[config.mk]
export PLATFORM = sky130hd
export DESIGN_NAME = alu_seq_unit
export DESIGN_NICKNAME = d
export VERILOG_FILES = /design/src/rtl/alu_seq_unit.sv
export SDC_FILE = /design/constraint.sdc
export NUM_CORES = 1
export LEC_CHECK = 0
export CORE_MARGIN = 2
export CORE_UTILIZATION = 46
export DETAILED_ROUTE_END_ITERATION = 10
export PLACE_DENSITY = 0.65
export SLEW_MARGIN = 20
export SYNTH_ARGS = -nofsm -noshare
export SYNTH_HDL_FRONTEND = slang
export SYNTH_SLANG_ARGS = --single-unit
[constraint.sdc]
create_clock -name clk -period 13.1 [get_ports clk]
set_input_delay 2.62 -clock clk [delete_from_list [all_inputs] [get_ports clk]]
set_output_delay 2.62 -clock clk [all_outputs]
set_load 0.1 [all_outputs]
[src/rtl/alu_seq_unit.sv]
// ALU execute stage: single-cycle bitwise/arithmetic ops plus an iterative
// shift-add unsigned multiply. The result and flags are registered and stay
// unchanged until the next completion. A start/busy/done handshake feeds the
// register-file write-back stage.
//
// state  | meaning
// -------+-----------------------------------------------------------
// S_IDLE | ready for start; single-cycle ops complete in this state
// S_MUL  | multiply in progress; start is ignored, busy=1
module alu_seq_unit #(
  parameter int WIDTH = 32
) (
  input  logic             clk,
  input  logic             reset,
  input  logic             start,
  input  logic [2:0]       op,
  input  logic [WIDTH-1:0] a,
  input  logic [WIDTH-1:0] b,
  output logic [WIDTH-1:0] result,
  output logic             zero,
  output logic             ovf,
  output logic             busy,
  output logic             done
);

  localparam int CW = (WIDTH > 1) ? $clog2(WIDTH) : 1;

  localparam logic [2:0] OP_AND = 3'b000;
  localparam logic [2:0] OP_OR  = 3'b001;
  localparam logic [2:0] OP_XOR = 3'b010;
  localparam logic [2:0] OP_NOR = 3'b011;
  localparam logic [2:0] OP_ADD = 3'b100;
  localparam logic [2:0] OP_SUB = 3'b101;
  localparam logic [2:0] OP_SLT = 3'b110;
  localparam logic [2:0] OP_MUL = 3'b111;

  typedef enum logic {S_IDLE, S_MUL} state_t;

  state_t           state_q, state_d;
  logic [WIDTH-1:0] mcand_q, mcand_d;
  logic [WIDTH-1:0] mplier_q, mplier_d;
  logic [WIDTH-1:0] acc_q, acc_d;
  logic [CW-1:0]    cnt_q, cnt_d;
  logic [WIDTH-1:0] result_q, result_d;
  logic             zero_q, zero_d;
  logic             ovf_q, ovf_d;
  logic             done_q, done_d;

  logic [WIDTH-1:0] sum, diff, single_res, acc_step;
  logic             single_ovf;

  // One multiply iteration: conditionally add the shifted multiplicand.
  assign acc_step = mplier_q[0] ? (acc_q + mcand_q) : acc_q;

  // Single-cycle datapath result and signed-overflow flag.
  always_comb begin
    sum        = a + b;
    diff       = a - b;
    single_res = '0;
    single_ovf = 1'b0;
    case (op)
      OP_AND: single_res = a & b;
      OP_OR:  single_res = a | b;
      OP_XOR: single_res = a ^ b;
      OP_NOR: single_res = ~(a | b);
      OP_ADD: begin
        single_res = sum;
        single_ovf = (a[WIDTH-1] == b[WIDTH-1]) && (sum[WIDTH-1] != a[WIDTH-1]);
      end
      OP_SUB: begin
        single_res = diff;
        single_ovf = (a[WIDTH-1] != b[WIDTH-1]) && (diff[WIDTH-1] != a[WIDTH-1]);
      end
      OP_SLT: single_res = {{(WIDTH-1){1'b0}}, ($signed(a) < $signed(b))};
      default: single_res = '0;
    endcase
  end

  // Next-state logic; cnt_q counts down the remaining multiply iterations.
  always_comb begin
    state_d  = state_q;
    mcand_d  = mcand_q;
    mplier_d = mplier_q;
    acc_d    = acc_q;
    cnt_d    = cnt_q;
    result_d = result_q;
    zero_d   = zero_q;
    ovf_d    = ovf_q;
    done_d   = 1'b0;
    case (state_q)
      S_IDLE: begin
        if (start) begin
          if (op == OP_MUL) begin
            mcand_d  = a;
            mplier_d = b;
            acc_d    = '0;
            cnt_d    = CW'(WIDTH - 1);
            state_d  = S_MUL;
          end else begin
            result_d = single_res;
            zero_d   = (single_res == '0);
            ovf_d    = single_ovf;
            done_d   = 1'b1;
          end
        end
      end
      S_MUL: begin
        acc_d    = acc_step;
        mcand_d  = mcand_q << 1;
        mplier_d = mplier_q >> 1;
        if (cnt_q == '0) begin
          result_d = acc_step;
          zero_d   = (acc_step == '0);
          ovf_d    = 1'b0;
          done_d   = 1'b1;
          state_d  = S_IDLE;
        end else begin
          cnt_d = cnt_q - 1'b1;
        end
      end
      default: state_d = S_IDLE;
    endcase
  end

  // State and datapath registers; reset aborts any multiply in flight.
  always_ff @(posedge clk or posedge reset) begin
    if (reset) begin
      state_q  <= S_IDLE;
      mcand_q  <= '0;
      mplier_q <= '0;
      acc_q    <= '0;
      cnt_q    <= '0;
      result_q <= '0;
      zero_q   <= 1'b0;
      ovf_q    <= 1'b0;
      done_q   <= 1'b0;
    end else begin
      state_q  <= state_d;
      mcand_q  <= mcand_d;
      mplier_q <= mplier_d;
      acc_q    <= acc_d;
      cnt_q    <= cnt_d;
      result_q <= result_d;
      zero_q   <= zero_d;
      ovf_q    <= ovf_d;
      done_q   <= done_d;
    end
  end

  assign result = result_q;
  assign zero   = zero_q;
  assign ovf    = ovf_q;
  assign busy   = (state_q == S_MUL);
  assign done   = done_q;

endmodule

* Word level (Yosys, flattened, before mapping)
Cells that the tools add are included.
** Cells by class
- Muxes and demuxes :: 36
- Bitwise logic cells :: 5
- Add/subtract/negate cells :: 4
- Reduce and logical (&&, ||, !) cells :: 9
- Order comparisons :: 1
- Equal/unequal tests :: 16
** Operators with widths (count)
- 32-bit 2-to-1 mux :: 10
- 32-bit case mux with 2 select lines :: 4
- 32-bit case mux with 7 select lines :: 1
- 32-bit adder :: 2
- 32-bit logical NOT :: 2
- 32-bit AND :: 1
- 32-bit < comparator :: 1
- 32-bit NOT :: 1
- 32-bit bitwise OR :: 1
- 32-bit subtractor :: 1
- 32-bit XOR :: 1
- 5-bit 2-to-1 mux :: 3
- 3-bit == test, second input constant :: 4
- 1-bit 2-to-1 mux :: 12
- 1-bit case mux with 2 select lines :: 5
- 5-bit case mux with 2 select lines :: 1
- 2-bit != test, second input constant :: 4
- 3-bit by 2-bit == test with 1-bit output, second input constant :: 2
- 3-bit AND reduction :: 2
- 5-bit logical NOT :: 1
- 5-bit by 1-bit subtractor with 5-bit output, second input constant :: 1
- 3-bit by 1-bit == test with 1-bit output, second input constant :: 1
- 3-bit logical NOT :: 1
- 1-bit != test :: 3
- 5 further kinds :: 6
** Word-level totals
- Output and inout port bits :: 36
- Register bits after elaboration :: 137

* Logic depth before layout (Yosys ltp)
Gate-level depths: netlist of run 1.
- Depth in word-level cells :: 7
- Mapped depth :: 15
- Mapped depth without buffers :: 15

* Least setup slack after synthesis of run 1
No wires, ideal clock.
- Kind :: input to register
- Start :: input b[1]
- End :: register zero_q, in the netlist zero
- Setup slack :: 7.436 ns
- Path buffers :: 0
- Arrival time :: 5.588 ns
- Cell stages on the path :: 13
- Setup time :: 0.076 ns
- Required time :: 13.024 ns
- Cell sequence :: inv_1 > ha_1 > or2_0 > a211o_1 > a21o_1 > a2111o_1 > nand4_1 > or4b_4 > a2111oi_4 > nand4_1 > nor3_1 > nand4_1 > o21ai_1
** On the way
- Longest elaborated chain between the ends :: 7
- Elaborated cells between the ends (all ways) :: 12
- Classes of those cells :: 2 x add/sub; 1 x order compare; 4 x mux; 4 x bitwise; 1 x reduce/logical
** Ends and longest elaborated chain
- start, declared :: line 18 : input logic [WIDTH-1:0] b,
- branches (longest 2 deep; another with 32-bit subtractor)
- 32-bit case mux with 7 select lines * :: line 61 : case (op)
- 32-bit logical NOT * :: line 101 : zero_d = (single_res == '0);
- 1-bit 2-to-1 mux * :: line 93 : if (op == OP_MUL) begin
- 1-bit 2-to-1 mux * :: line 92 : if (start) begin
- 1-bit case mux with 2 select lines * :: line 90 : case (state_q)
- end signal, assigned :: line 144 : zero_q <= zero_d;
- end, declared :: line 45 : logic zero_q, zero_d;
Mark *: on every way between the ends. The select of a mux whose other input is x is not followed.
A chain may end at the register's enable or synchronous reset.

* Worst setup path in the final report of run 1
- Start :: input a[7]
- End :: register zero_q, in the netlist zero
** On the way
- Longest elaborated chain between the ends :: 7
- Elaborated cells between the ends (all ways) :: 12
- Classes of those cells :: 2 x add/sub; 1 x order compare; 4 x mux; 4 x bitwise; 1 x reduce/logical
** Ends and longest elaborated chain
- start, declared :: line 17 : input logic [WIDTH-1:0] a,
- branches (longest 2 deep; another with 32-bit subtractor)
- 32-bit case mux with 7 select lines * :: line 61
- 32-bit logical NOT * :: line 101
- 1-bit 2-to-1 mux * :: line 93
- 1-bit 2-to-1 mux * :: line 92
- 1-bit case mux with 2 select lines * :: line 90
Marks and branches as above.

==> results.env, run 1 <==
STATUS='finished clean'
ANTENNA_CELLS_INSERTED=0
GR-USAGE-ALL-LAYERS_PCT=31.8
MAXCAPVIOLCOUNT=0
SYNTH_TOP_CELLS_BY_COUNT='nor2_1, nand2_1, a21oi_1'
FIRST_PASS_ITERS=6
CTS-ROOT-BUF='clkbuf_16'
FINCLKSKEW_PS=11.7
CTS_SETUP_BUFFERS=0
VDD.IR_DROP.WORST_mV=0.199
CLOCK_SINK_COUNT=137
GR-USAGE-MET2_PCT=51.0
TIGHTEST_SLEW_PS=1090
SYNTH_AREA_UM2=14700
FINAL_CELL_UTILIZATION_OF_THE_CORE_PCT=51.9
HOLDCRITPATHCLASS='reg -> reg'
CTS_TREE='yes'
INITIAL_CORE_UTIL_PCT=46.6
VIAS_PER_CELL=6.37
SYN_NETS=2162
TOP_LEVEL_PORTS=106
POST_CTS_HOLD_BUFFER_COUNT=0
NETS=2169
DETAIL_ROUTE.WIRELENGTH_UM=52800
N_FILL_CELL=3129
PLACE_CONGESTION=0.969
POWER.TOTAL_uW=3000
POST-PLACE-WS_PS=5900
YOSYS_TOP_CELL_BY_AREA='dfrtp_1'
SETUP.WORST_PATH.END_CLASS='flip-flop'
CRITICAL_PATH.MAX_FANOUT=13
YOSYSMOSTFREQUENTCELL='nor2_1'
GRT_FIRST_PASS_WIRELENGTH_UM=82400
BUSIEST_LAYER='met2'
MAXSLEWHEADROOM_PCT=27.4
WHS_PS=484
CTS-ROOT-TO-SINK-BUFFERS=2
CTSRESIZECOUNT=0
SYNTHTOPCELLSBYAREA='dfrtp_1, ha_1, a21oi_1'
SYNTH_TOP_FLOP_CELL='dfrtp_1'
WORST_SKEW_PAIR.LATE_LATENCY_PS=460
PERIOD_NEEDED_PS=6830
NUM_VIAS=15200
POST_SYNTH.CELL_AREA_AVG_UM2=7.49
POWER.STATIC_LEAKAGE_uW=0.00711
SYNTH-SEQ-CELLS=137
DIE_H_UM=183
PLACEABLECOREAREA_UM2=31500
RSZ0062_AT_GRT='no'
DIE-AREA_UM2=33300
HOLD_VIOLATIONS=0
FINAL_MIN_PERIOD_OVER_CLOCK_PERIOD_PCT=52.1
SYNTH_SEQ_AREA_SHARE_PCT=23.4
SYNTH_CELL_TYPE_COUNT=93
DRT.ANTENNA.VIOLATING_NETS=0
GRT_START_MAX_NET_PINS=84
NUMBER_OF_ANTENNA_VIOLATIONS_AT_THE_FIRST_CHECK_IN_GLOBAL_ROUTING=0
DRT_WL_CELL_UM=22.2
GRT_PASS1_VIAS=14200
LAYOUT-DRIVE-GT1-SHARE_PCT=5.06
REGISTER_AREA_UM2=3430
STARTPOINT_TYPE='input port'
SYN_INST=1957
CLK_TRANSITION_REPORTED_PATHS_PS=70
NUMBER_OF_BUFFERS_ADDED_BY_THE_CLOCK_TREE_SYNTHESIS_STEP=17
GROUTE.LAYER.MET1.USAGE_PCT=42.7
GRT-OVFL-TOTAL=0
YOSYSTOPAREACELLSHARE_PCT=23.4
MULTIINPUTGATEAREA_UM2=10200
SYNTH-EDFF-COUNT=0
YOSYS_WARNINGS=0
MAX_FREQ_GHz=0.147
TIMING.CRITICAL_PATH.REQUIRED_PS=13490
CRITICAL_PATH_CLASS='in -> reg'
FINAL.SETUP.WORST_SLACK_PS=6270
STD_CELL_ROWS=65
INITIALDRTVIOLATIONCOUNT=1182
FLOW.AREA_GROWTH_FROM_SYNTHESIS_PCT=11.3
SETUP_VIOL=0
POST-DP-HPWL_UM=39000
DIE_W_UM=183
CRITICAL_PATH_AT_PS=7220
CELL_PWR_DENSITY_nW_PER_UM2=184
PORTBUFFERS=105
YS_ASYNC_SR_FRACTION_PCT=100
CTSHTREEMAXLEVEL=4
TIMING_MAX_TRANSITION_VIOLATIONS_FINAL=0
TIMING.SETUP.TNS_PS=0
GRT_UTIL_MET3_PCT=4.25
NUMBER_OF_DESIGN_RULE_VIOLATIONS_LEFT_AFTER_DETAIL_ROUTING=0
==> path summary, 6_finish.rpt <==
check                             start           end  slack, ps  cells after the start
setup / recovery                   a[7]          zero       6270                     14
hold / removal             mplier_q[19]  mplier_q[18]        480                      2
setup reg to reg             mcand_q[0]          zero       9110                     13
hold reg to reg            mplier_q[19]  mplier_q[18]        480                      2
max in group asynchronous         reset      acc_q[2]       9330                      4
min in group asynchronous         reset   mcand_q[24]       2630                      2
==> power by group <==
group / switching, uW / internal, uW / total, uW
Clock: 249 / 274 / 523
Combinational: 1170 / 546 / 1720
Sequential: 166 / 589 / 755
Total: 1590 / 1410 / 3000
==> sequential cells by signal, summed over array words and instances, names as in the netlist <==
name      count
result       32
ovf           1
done          1
mcand_q      32
acc_q        32
cnt_q         5
busy          1
mplier_q     32
zero          1
==> through the flow <==
stage | cell area (um^2) | std cells
2_1_floorplan | 14700 | 1957
3_3_place_gp | 15700 | 2346
3_5_place_dp | 15700 | 2346
4_1_cts | 16300 | 2378
5_1_grt | 16300 | 2379
6_report | 16300 | 2379
==> layout make-up <==
type / instances / area share [%]
multi-input cells: 1575 / 62.4
flip-flops and latches: 137 / 21.0
clock buffers: 17 / 2.61
well taps: 402 / 3.08
inverters: 114 / 2.65
clock inverters: 15 / 1.10
repair buffers: 119 / 7.16
==> placed cells by master (no fill, tap or decap), types with 19 or more instances in the layout <==
| cell | count |
|---|---|
| a211oi_1 | 35 |
| a21o_1 | 21 |
| a21oi_1 | 189 |
| clkdlybuf4s50_1 | 103 |
| dfrtp_1 | 136 |
| ha_1 | 132 |
| inv_1 | 113 |
| mux2i_1 | 58 |
| nand2_1 | 206 |
| nand3_1 | 44 |
| nand4_1 | 27 |
| nor2_1 | 219 |
| nor3_1 | 52 |
| o211ai_1 | 30 |
| o21a_1 | 19 |
| o21ai_0 | 156 |
| xnor2_1 | 19 |
==> cell families (layout without fill, tap and decap cells) <==
family	count (synthesis)	count (layout)	synth area share, %
adders and majority gates	135	135	11.7
and+or+nand+nor	691	691	22.1
DFF	137	137	23.4
xor gates and xnor gates	28	28	1.67
AOI/OAI and AO/OA	652	652	29.0
muxes	69	69	4.83
buffers and inverters	245	265	7.28
==> per-layer routing <==
metal / wire [um] / vias up
li1: - / 7159
met1: 23300 / 7317
met2: 23900 / 571
met3: 3340 / 108
met4: 2250 / 0
met5: 0 / -
==> critical path, stage by stage <==
cell and delay [ps]:
clkdlybuf4s50_1 540, inv_1 80, ha_1 470, a21o_2 290, a221o_1 380, a22oi_2 380, a21oi_1 260, a21oi_1 230
mux2_2 350, a2111oi_0 880, nand2_1 120, nor3_1 270, nand4_1 150, o21ai_1 180
No activity file was read; power rests on OpenSTA's default activity.
==> run 2: changes to the inputs <==
- PLACE_DENSITY: 0.65 -> 0.67
- clock period: 13.1 -> 6.03 ns (I/O delays scaled with it)
==> results.env, run 2 (synthesis results as in run 1) <==
STATUS='finished clean'
TIMING.CRITICAL_PATH.REQUIRED_PS=6420  # -7070 ps
STD_CELL_ROWS=65  # unchanged
GR-USAGE-MET2_PCT=51.2  # +0.26 points
MAXSLEWHEADROOM_PCT=31.3  # +3.9 points
MOSTFREQUENTLAYOUTCELL='nor2_1'
CTS-ROOT-BUF='clkbuf_16'
CRITICAL_PATH.CELL_CHAIN='clkdlybuf4s50_1 -> inv_1 -> ha_1 -> inv_1 -> fa_1 -> nor2b_1 -> o311ai_0 -> a31oi_1 -> o211ai_1 -> mux2i_1 -> o311ai_0 -> nor4_1 -> nand4_1 -> nor3_1 -> nand4_1 -> o21ai_1'
POST-PLACE-WS_PS=477  # -5420 ps
POWER.STATIC_LEAKAGE_uW=0.00712  # about the same
STARTPOINT_TYPE='input port'
CTS_TREE='yes'
TOP_LEVEL_PORTS=106  # unchanged
POST-DP-HPWL_UM=40200  # +3.0%
WORST_SKEW_PAIR.LATE_LATENCY_PS=470  # about the same
GROUTE.LAYER.MET1.USAGE_PCT=42.9  # +0.23 points
FIRST_PASS_ITERS=6  # unchanged
SETUP.WORST_PATH.END_CLASS='flip-flop'
DIE-AREA_UM2=33300  # unchanged
DRT.ANTENNA.VIOLATING_NETS=0  # unchanged
CRITICAL_PATH.MAX_FANOUT=4  # -9
NET-SWITCHING-POWER_uW=3410  # +110%
HOLD_VIOLATIONS=0  # unchanged
DIE_H_UM=183  # unchanged
CTS-ROOT-TO-SINK-BUFFERS=2  # unchanged
GRT_FIRST_PASS_WIRELENGTH_UM=82800  # +0.47%
RSZ0062_AT_GRT='no'
CELL_PWR_DENSITY_nW_PER_UM2=394  # +110%
INITIAL_CORE_UTIL_PCT=46.6  # unchanged
CTS_SETUP_BUFFERS=0  # unchanged
CLOCK_POWER_SHARE_PCT=15.9  # -1.5 points
CRITICAL_PATH_AT_PS=5650  # -1570 ps
INTPOWER_uW=3010  # +110%
PLACEABLECOREAREA_UM2=31500  # unchanged
GRT-OVFL-TOTAL=0  # unchanged
VDD.IR_DROP.WORST_mV=0.406  # +100%
NETS=2179  # +0.46%
CLOCK_SINK_COUNT=137  # unchanged
CRITICAL_PATH_CLASS='in -> reg'
PLACE_CONGESTION=0.967  # -0.24%
GRT_UTIL_MET3_PCT=5.47  # +1.2 points
NUMBER_OF_DESIGN_RULE_VIOLATIONS_LEFT_AFTER_DETAIL_ROUTING=0  # unchanged
DIE_W_UM=183  # unchanged
PART_OF_THE_TOTAL_POWER_DISSIPATED_IN_COMBINATIONAL_LOGIC_PCT=58.4  # +1.0 points
BUSIEST_LAYER='met2'
HOLDCRITPATHCLASS='reg -> reg'
ANTENNA_CELLS_INSERTED=0  # unchanged
POST_CTS_HOLD_BUFFER_COUNT=0  # unchanged
CLK_TRANSITION_REPORTED_PATHS_PS=70  # about the same
FINAL.SETUP.WORST_SLACK_PS=763  # -5510 ps
CRITPATHSLOWESTCELL='o311ai_0'
LAYOUT-DRIVE-GT1-SHARE_PCT=5.44  # +0.38 points
FINCLKSKEW_PS=13.3  # +1.63 ps
PORTBUFFERS=105  # unchanged
CTSHTREEMAXLEVEL=4  # unchanged
FLOW.AREA_GROWTH_FROM_SYNTHESIS_PCT=11.2  # about the same
PERIOD_NEEDED_PS=5270
VIAS_PER_CELL=6.32  # -0.81%
SEQUENTIALPOWERSHARE_PCT=25.7  # +0.5 points
MAXCAPVIOLCOUNT=0  # unchanged
GR-USAGE-ALL-LAYERS_PCT=32.2  # +0.43 points
GRT_PASS1_VIAS=14100  # -0.56%
TIGHTEST_SLEW_PS=1020  # -63.0 ps
MAX_FREQ_GHz=0.190
INITIALDRTVIOLATIONCOUNT=1535  # +30%
TIMING.SETUP.TNS_PS=0  # unchanged
COMMONEST_CELLS_AFTER_ROUTING_FILL_AND_TAPS_ASIDE='nor2_1, nand2_1, a21oi_1'
GRT_START_MAX_NET_PINS=98  # +17%
TIMING_MAX_TRANSITION_VIOLATIONS_FINAL=0  # unchanged
CTSRESIZECOUNT=0  # unchanged
NUMBER_OF_BUFFERS_ADDED_BY_THE_CLOCK_TREE_SYNTHESIS_STEP=17  # unchanged
FINAL_MIN_PERIOD_OVER_CLOCK_PERIOD_PCT=87.3
CRITICAL-PATH-MAX-STAGE-DELAY_PS=680  # -200 ps
N_FILL_CELL=3124  # -0.16%
NUMBER_OF_ANTENNA_VIOLATIONS_AT_THE_FIRST_CHECK_IN_GLOBAL_ROUTING=0  # unchanged
SETUP_VIOL=0  # unchanged
NUM_VIAS=15100  # -0.39%
DETAIL_ROUTE.WIRELENGTH_UM=53100  # +0.70%
SW_FRAC_OF_TOTAL_PCT=53.1  # +0.11 points
DRT_WL_CELL_UM=22.2  # +0.27%
[run 2: changes by cell type in the layout (fill, tap and decap cells not counted), sizes merged]
cell	previous run	this run
clkinvlp	1	3
clkbuf	17	20
buf	16	26
clkinv	4	7
inv	123	116
bufinv	1	0
[run 2: layout make-up]
| cell class | count | area [um^2] | share of cell area [%] |
|---|---|---|---|
| clock buffer | 20 | 447 | 2.74 |
| sequential | 137 | 3430 | 21.0 |
| multi-input combinational | 1575 | 10200 | 62.4 |
| inverter | 114 | 433 | 2.65 |
| tap | 402 | 503 | 3.08 |
| clock inverter | 12 | 93.8 | 0.575 |
| timing repair buffer | 129 | 1220 | 7.50 |
[run 2: worst max-delay path: cells and delay by family]
kind,cells,cell delay [ps]
adder cells (fa/ha/maj),2,550
AO/OA/AOI/OAI,5,1740
AND/OR/NAND/NOR,5,1340
buffers and inverters,3,590
multiplexers,1,220
[run 2: power by group through the flow]
stage | sequential [uW] | clock, uW | combinational (uW)
2_1_floorplan | 2270 | 0 | 2070
3_3_place_gp | 1650 | 0 | 3650
3_5_place_dp | 1650 | 0 | 3700
4_1_cts | 1640 | 1040 | 3720
5_1_grt | 1690 | 1070 | 4070
6_report | 1650 | 1020 | 3750
[run 2: final timing paths]
check                                 start     endpoint  slack [ps]  cells after the start
worst max-delay path                   a[0]         zero         760                     16
worst min-delay path            mplier_q[2]  mplier_q[1]         490                      2
worst max register to register   mcand_q[0]         zero        2010                     13
worst min register to register  mplier_q[2]  mplier_q[1]         490                      2
max in group asynchronous             reset  mplier_q[9]        3610                      3
min in group asynchronous             reset    acc_q[30]        1280                      2
[run 2: per-stage QoR]
step / util (%) / total power (uW) / area (um^2) / std cells / hold slack (ps)
final: 51.8 / 6420 / 16300 / 2389 / 487
after global routing: 51.8 / 6840 / 16300 / 2389 / 513
after CTS: 51.8 / 6400 / 16300 / 2389 / 480
after detailed placement: 50.1 / 5350 / 15800 / 2357 / 465
after global placement: 50.1 / 5300 / 15800 / 2357 / 464
after floorplan: - / 4330 / 14700 / 1957 / 453
[run 2: routing by layer]
layer / vias to the layer above / wire length (um)
met4: 0 / 2250
met1: 7193 / 23200
met5: - / 0
met3: 116 / 3380
li1: 7180 / -
met2: 607 / 24300
==> run 3: changes to the inputs <==
- CORE_UTILIZATION: 46 -> 55
- PLACE_DENSITY: 0.67 -> 0.78
==> results.env, run 3 (synthesis results as in run 1) <==
STATUS='finished with violations'
VIOLATIONS='design-rule violations'
CRITICAL-PATH-MAX-STAGE-DELAY_PS=740  # +60 ps
WORST_SKEW_PAIR.LATE_LATENCY_PS=440  # -30 ps
TIGHTEST_SLEW_PS=1100  # +71.2 ps
FIRST_PASS_ITERS=9  # +3
CTS-ROOT-BUF='clkbuf_16'
NUMBER_OF_ANTENNA_VIOLATIONS_AT_THE_FIRST_CHECK_IN_GLOBAL_ROUTING=0  # unchanged
VIAS_PER_CELL=6.66  # +5.5%
CRITICAL_PATH.MAX_FANOUT=4  # unchanged
CTS-ROOT-TO-SINK-BUFFERS=2  # unchanged
CRITICAL_PATH.CELL_CHAIN='clkdlybuf4s50_1 -> ha_1 -> inv_1 -> fa_1 -> nor2b_1 -> o311ai_0 -> a31oi_1 -> o211ai_1 -> mux2i_1 -> o311ai_0 -> nor4_1 -> nand4_1 -> nor3_1 -> nand4_1 -> o21ai_1'
CP_NUM_BUF_INV=2  # -1
ANTENNA_CELLS_INSERTED=0  # unchanged
FINAL_DESIGN_AREA_NO_FILL_UM2=16300  # -0.37%
PLACE.DETAILED.INSTANCES=2292  # -2.8%
MAXCAPVIOLCOUNT=0  # unchanged
MAXSLEWHEADROOM_PCT=26.9  # -4.4 points
DIE_W_UM=167  # -8.4%
POWER.TOTAL_uW=6450  # +0.46%
FINCLKSKEW_PS=15.5  # +2.15 ps
CTSHTREEMAXLEVEL=4  # unchanged
POWER.STATIC_LEAKAGE_uW=0.00713  # +0.23%
NETS=2181  # +0.092%
HOLD_VIOLATIONS=0  # unchanged
GR-USAGE-ALL-LAYERS_PCT=37.4  # +5.3 points
TOP_LEVEL_PORTS=106  # unchanged
DIE_H_UM=167  # -8.4%
CTS_SETUP_BUFFERS=0  # unchanged
VDD.IR_DROP.WORST_mV=0.470  # +16%
DRT_WL_CELL_UM=22.6  # +1.7%
PERIOD_NEEDED_PS=5310  # +40.8 ps
TIMING_MAX_TRANSITION_VIOLATIONS_FINAL=0  # unchanged
SETUP_VIOL=0  # unchanged
CTS_TREE='yes'
PORTBUFFERS=105  # unchanged
CTSRESIZECOUNT=0  # unchanged
POST_CTS_HOLD_BUFFER_COUNT=0  # unchanged
INITIALDRTVIOLATIONCOUNT=1508  # -1.8%
LAYOUT-DRIVE-GT1-SHARE_PCT=5.53  # +0.098 points
TIMING.CRITICAL_PATH.REQUIRED_PS=6390  # -30 ps
FLOW.AREA_GROWTH_FROM_SYNTHESIS_PCT=10.8
FINAL_CELL_UTILIZATION_OF_THE_CORE_PCT=62.2  # +10 points
INITIAL_CORE_UTIL_PCT=56.1  # +9.5 points
DIE-AREA_UM2=28000  # -16%
GRT-OVFL-TOTAL=0  # unchanged
STD_CELL_ROWS=59  # -9.2%
PLACEABLECOREAREA_UM2=26100  # -17%
NUM_VIAS=15500  # +2.5%
GRT_START_MAX_NET_PINS=101  # +3.1%
POSTPLACECELLAREA_UM2=15700  # -0.44%
HOLDCRITPATHCLASS='reg -> reg'
GRT_PASS1_VIAS=14700  # +3.6%
DRT.ANTENNA.VIOLATING_NETS=0  # unchanged
NUMBER_OF_BUFFERS_ADDED_BY_THE_CLOCK_TREE_SYNTHESIS_STEP=17  # unchanged
CLK_TRANSITION_REPORTED_PATHS_PS=70  # about the same
FINAL-INSTANCE-COUNT-EXCL-FILL=2323  # -2.8%
COMMONEST_CELLS_AFTER_ROUTING_FILL_AND_TAPS_ASIDE='nor2_1, nand2_1, a21oi_1'
MAX_FREQ_GHz=0.188  # -0.77%
CELL_PWR_DENSITY_nW_PER_UM2=397  # +0.83%
CRITICAL_PATH_AT_PS=5670  # +20 ps
CLOCK_SINK_COUNT=137  # unchanged
CRITPATHTOPFAMILY='compound AO/OA/AOI/OAI gates'
RSZ0062_AT_GRT='no'
MOSTFREQUENTLAYOUTCELL='nor2_1'
POST-DP-HPWL_UM=39500  # -1.8%
PLACE_CONGESTION=0.970  # +0.35%
GRT_FIRST_PASS_WIRELENGTH_UM=82700  # -0.15%
CRITICAL_PATH_CLASS='in -> reg'
FINAL_MIN_PERIOD_OVER_CLOCK_PERIOD_PCT=88.0  # +0.68 points
DETAIL_ROUTE.WIRELENGTH_UM=52600  # -1.1%
NUMBER_OF_DESIGN_RULE_VIOLATIONS_LEFT_AFTER_DETAIL_ROUTING=8  # +8
SETUP.WORST_PATH.END_CLASS='flip-flop'
STARTPOINT_TYPE='input port'
TIMING.SETUP.TNS_PS=0  # unchanged
CRITPATHSLOWESTCELL='o311ai_0'
==> run 3: cell count changes in the layout (fill, tap and decap cells not counted), sizes merged <==
cell	previous run	this run
clkbuf	20	18
clkinv	7	5
inv	116	118
bufinv	0	1
buf	26	28
==> run 3: metal layers <==
metal	routed length, um	track usage (%)
met1	22300	49.5
met2	23900	60.4
met3	3340	4.07
met4	2980	20.2
met5	0	0
==> run 3: area by class of cell <==
cell class	count	area (um^2)
clock buffer	18	429
clock inverter	13	120
fill	2353	9880
inverter	114	433
multi-input combinational	1575	10200
sequential	137	3430
tap	335	419
timing repair buffer	131	1240
==> run 3: path summary, 6_finish.rpt <==
check	cells after the start	to	slack [ps]	from
max in group asynchronous	3	result[11]	3530	reset
max	15	zero	720	b[0]
min reg2reg	2	mplier_q[30]	490	mplier_q[31]
max reg2reg	13	zero	2050	mcand_q[0]
min	2	mplier_q[30]	490	mplier_q[31]
min in group asynchronous	2	mplier_q[26]	1390	reset
==> run 3: worst reg2reg max path, delay by kind of cell (launching register included) <==
kind / cells / cell delay [ps]
simple gates: 6 / 1780
compound gates: 5 / 1040
fa+ha+maj: 2 / 670
flops: 1 / 410
==> run 3: stage by stage <==
stage / setup WS (ps) / hold WS [ps]
global route: 324 / 514
CTS: 865 / 490
finish: 723 / 488
global placement: 631 / 460
floorplan: 1160 / 453
detailed placement: 457 / 474
==> run 3: report_power, final <==
group / switching (uW) / leakage (uW) / total [uW] / internal [uW]
logic: 2550 / 0.00511 / 3740 / 1190
clock network: 483 / 0.000263 / 1050 / 570
registers: 375 / 0.00176 / 1660 / 1280
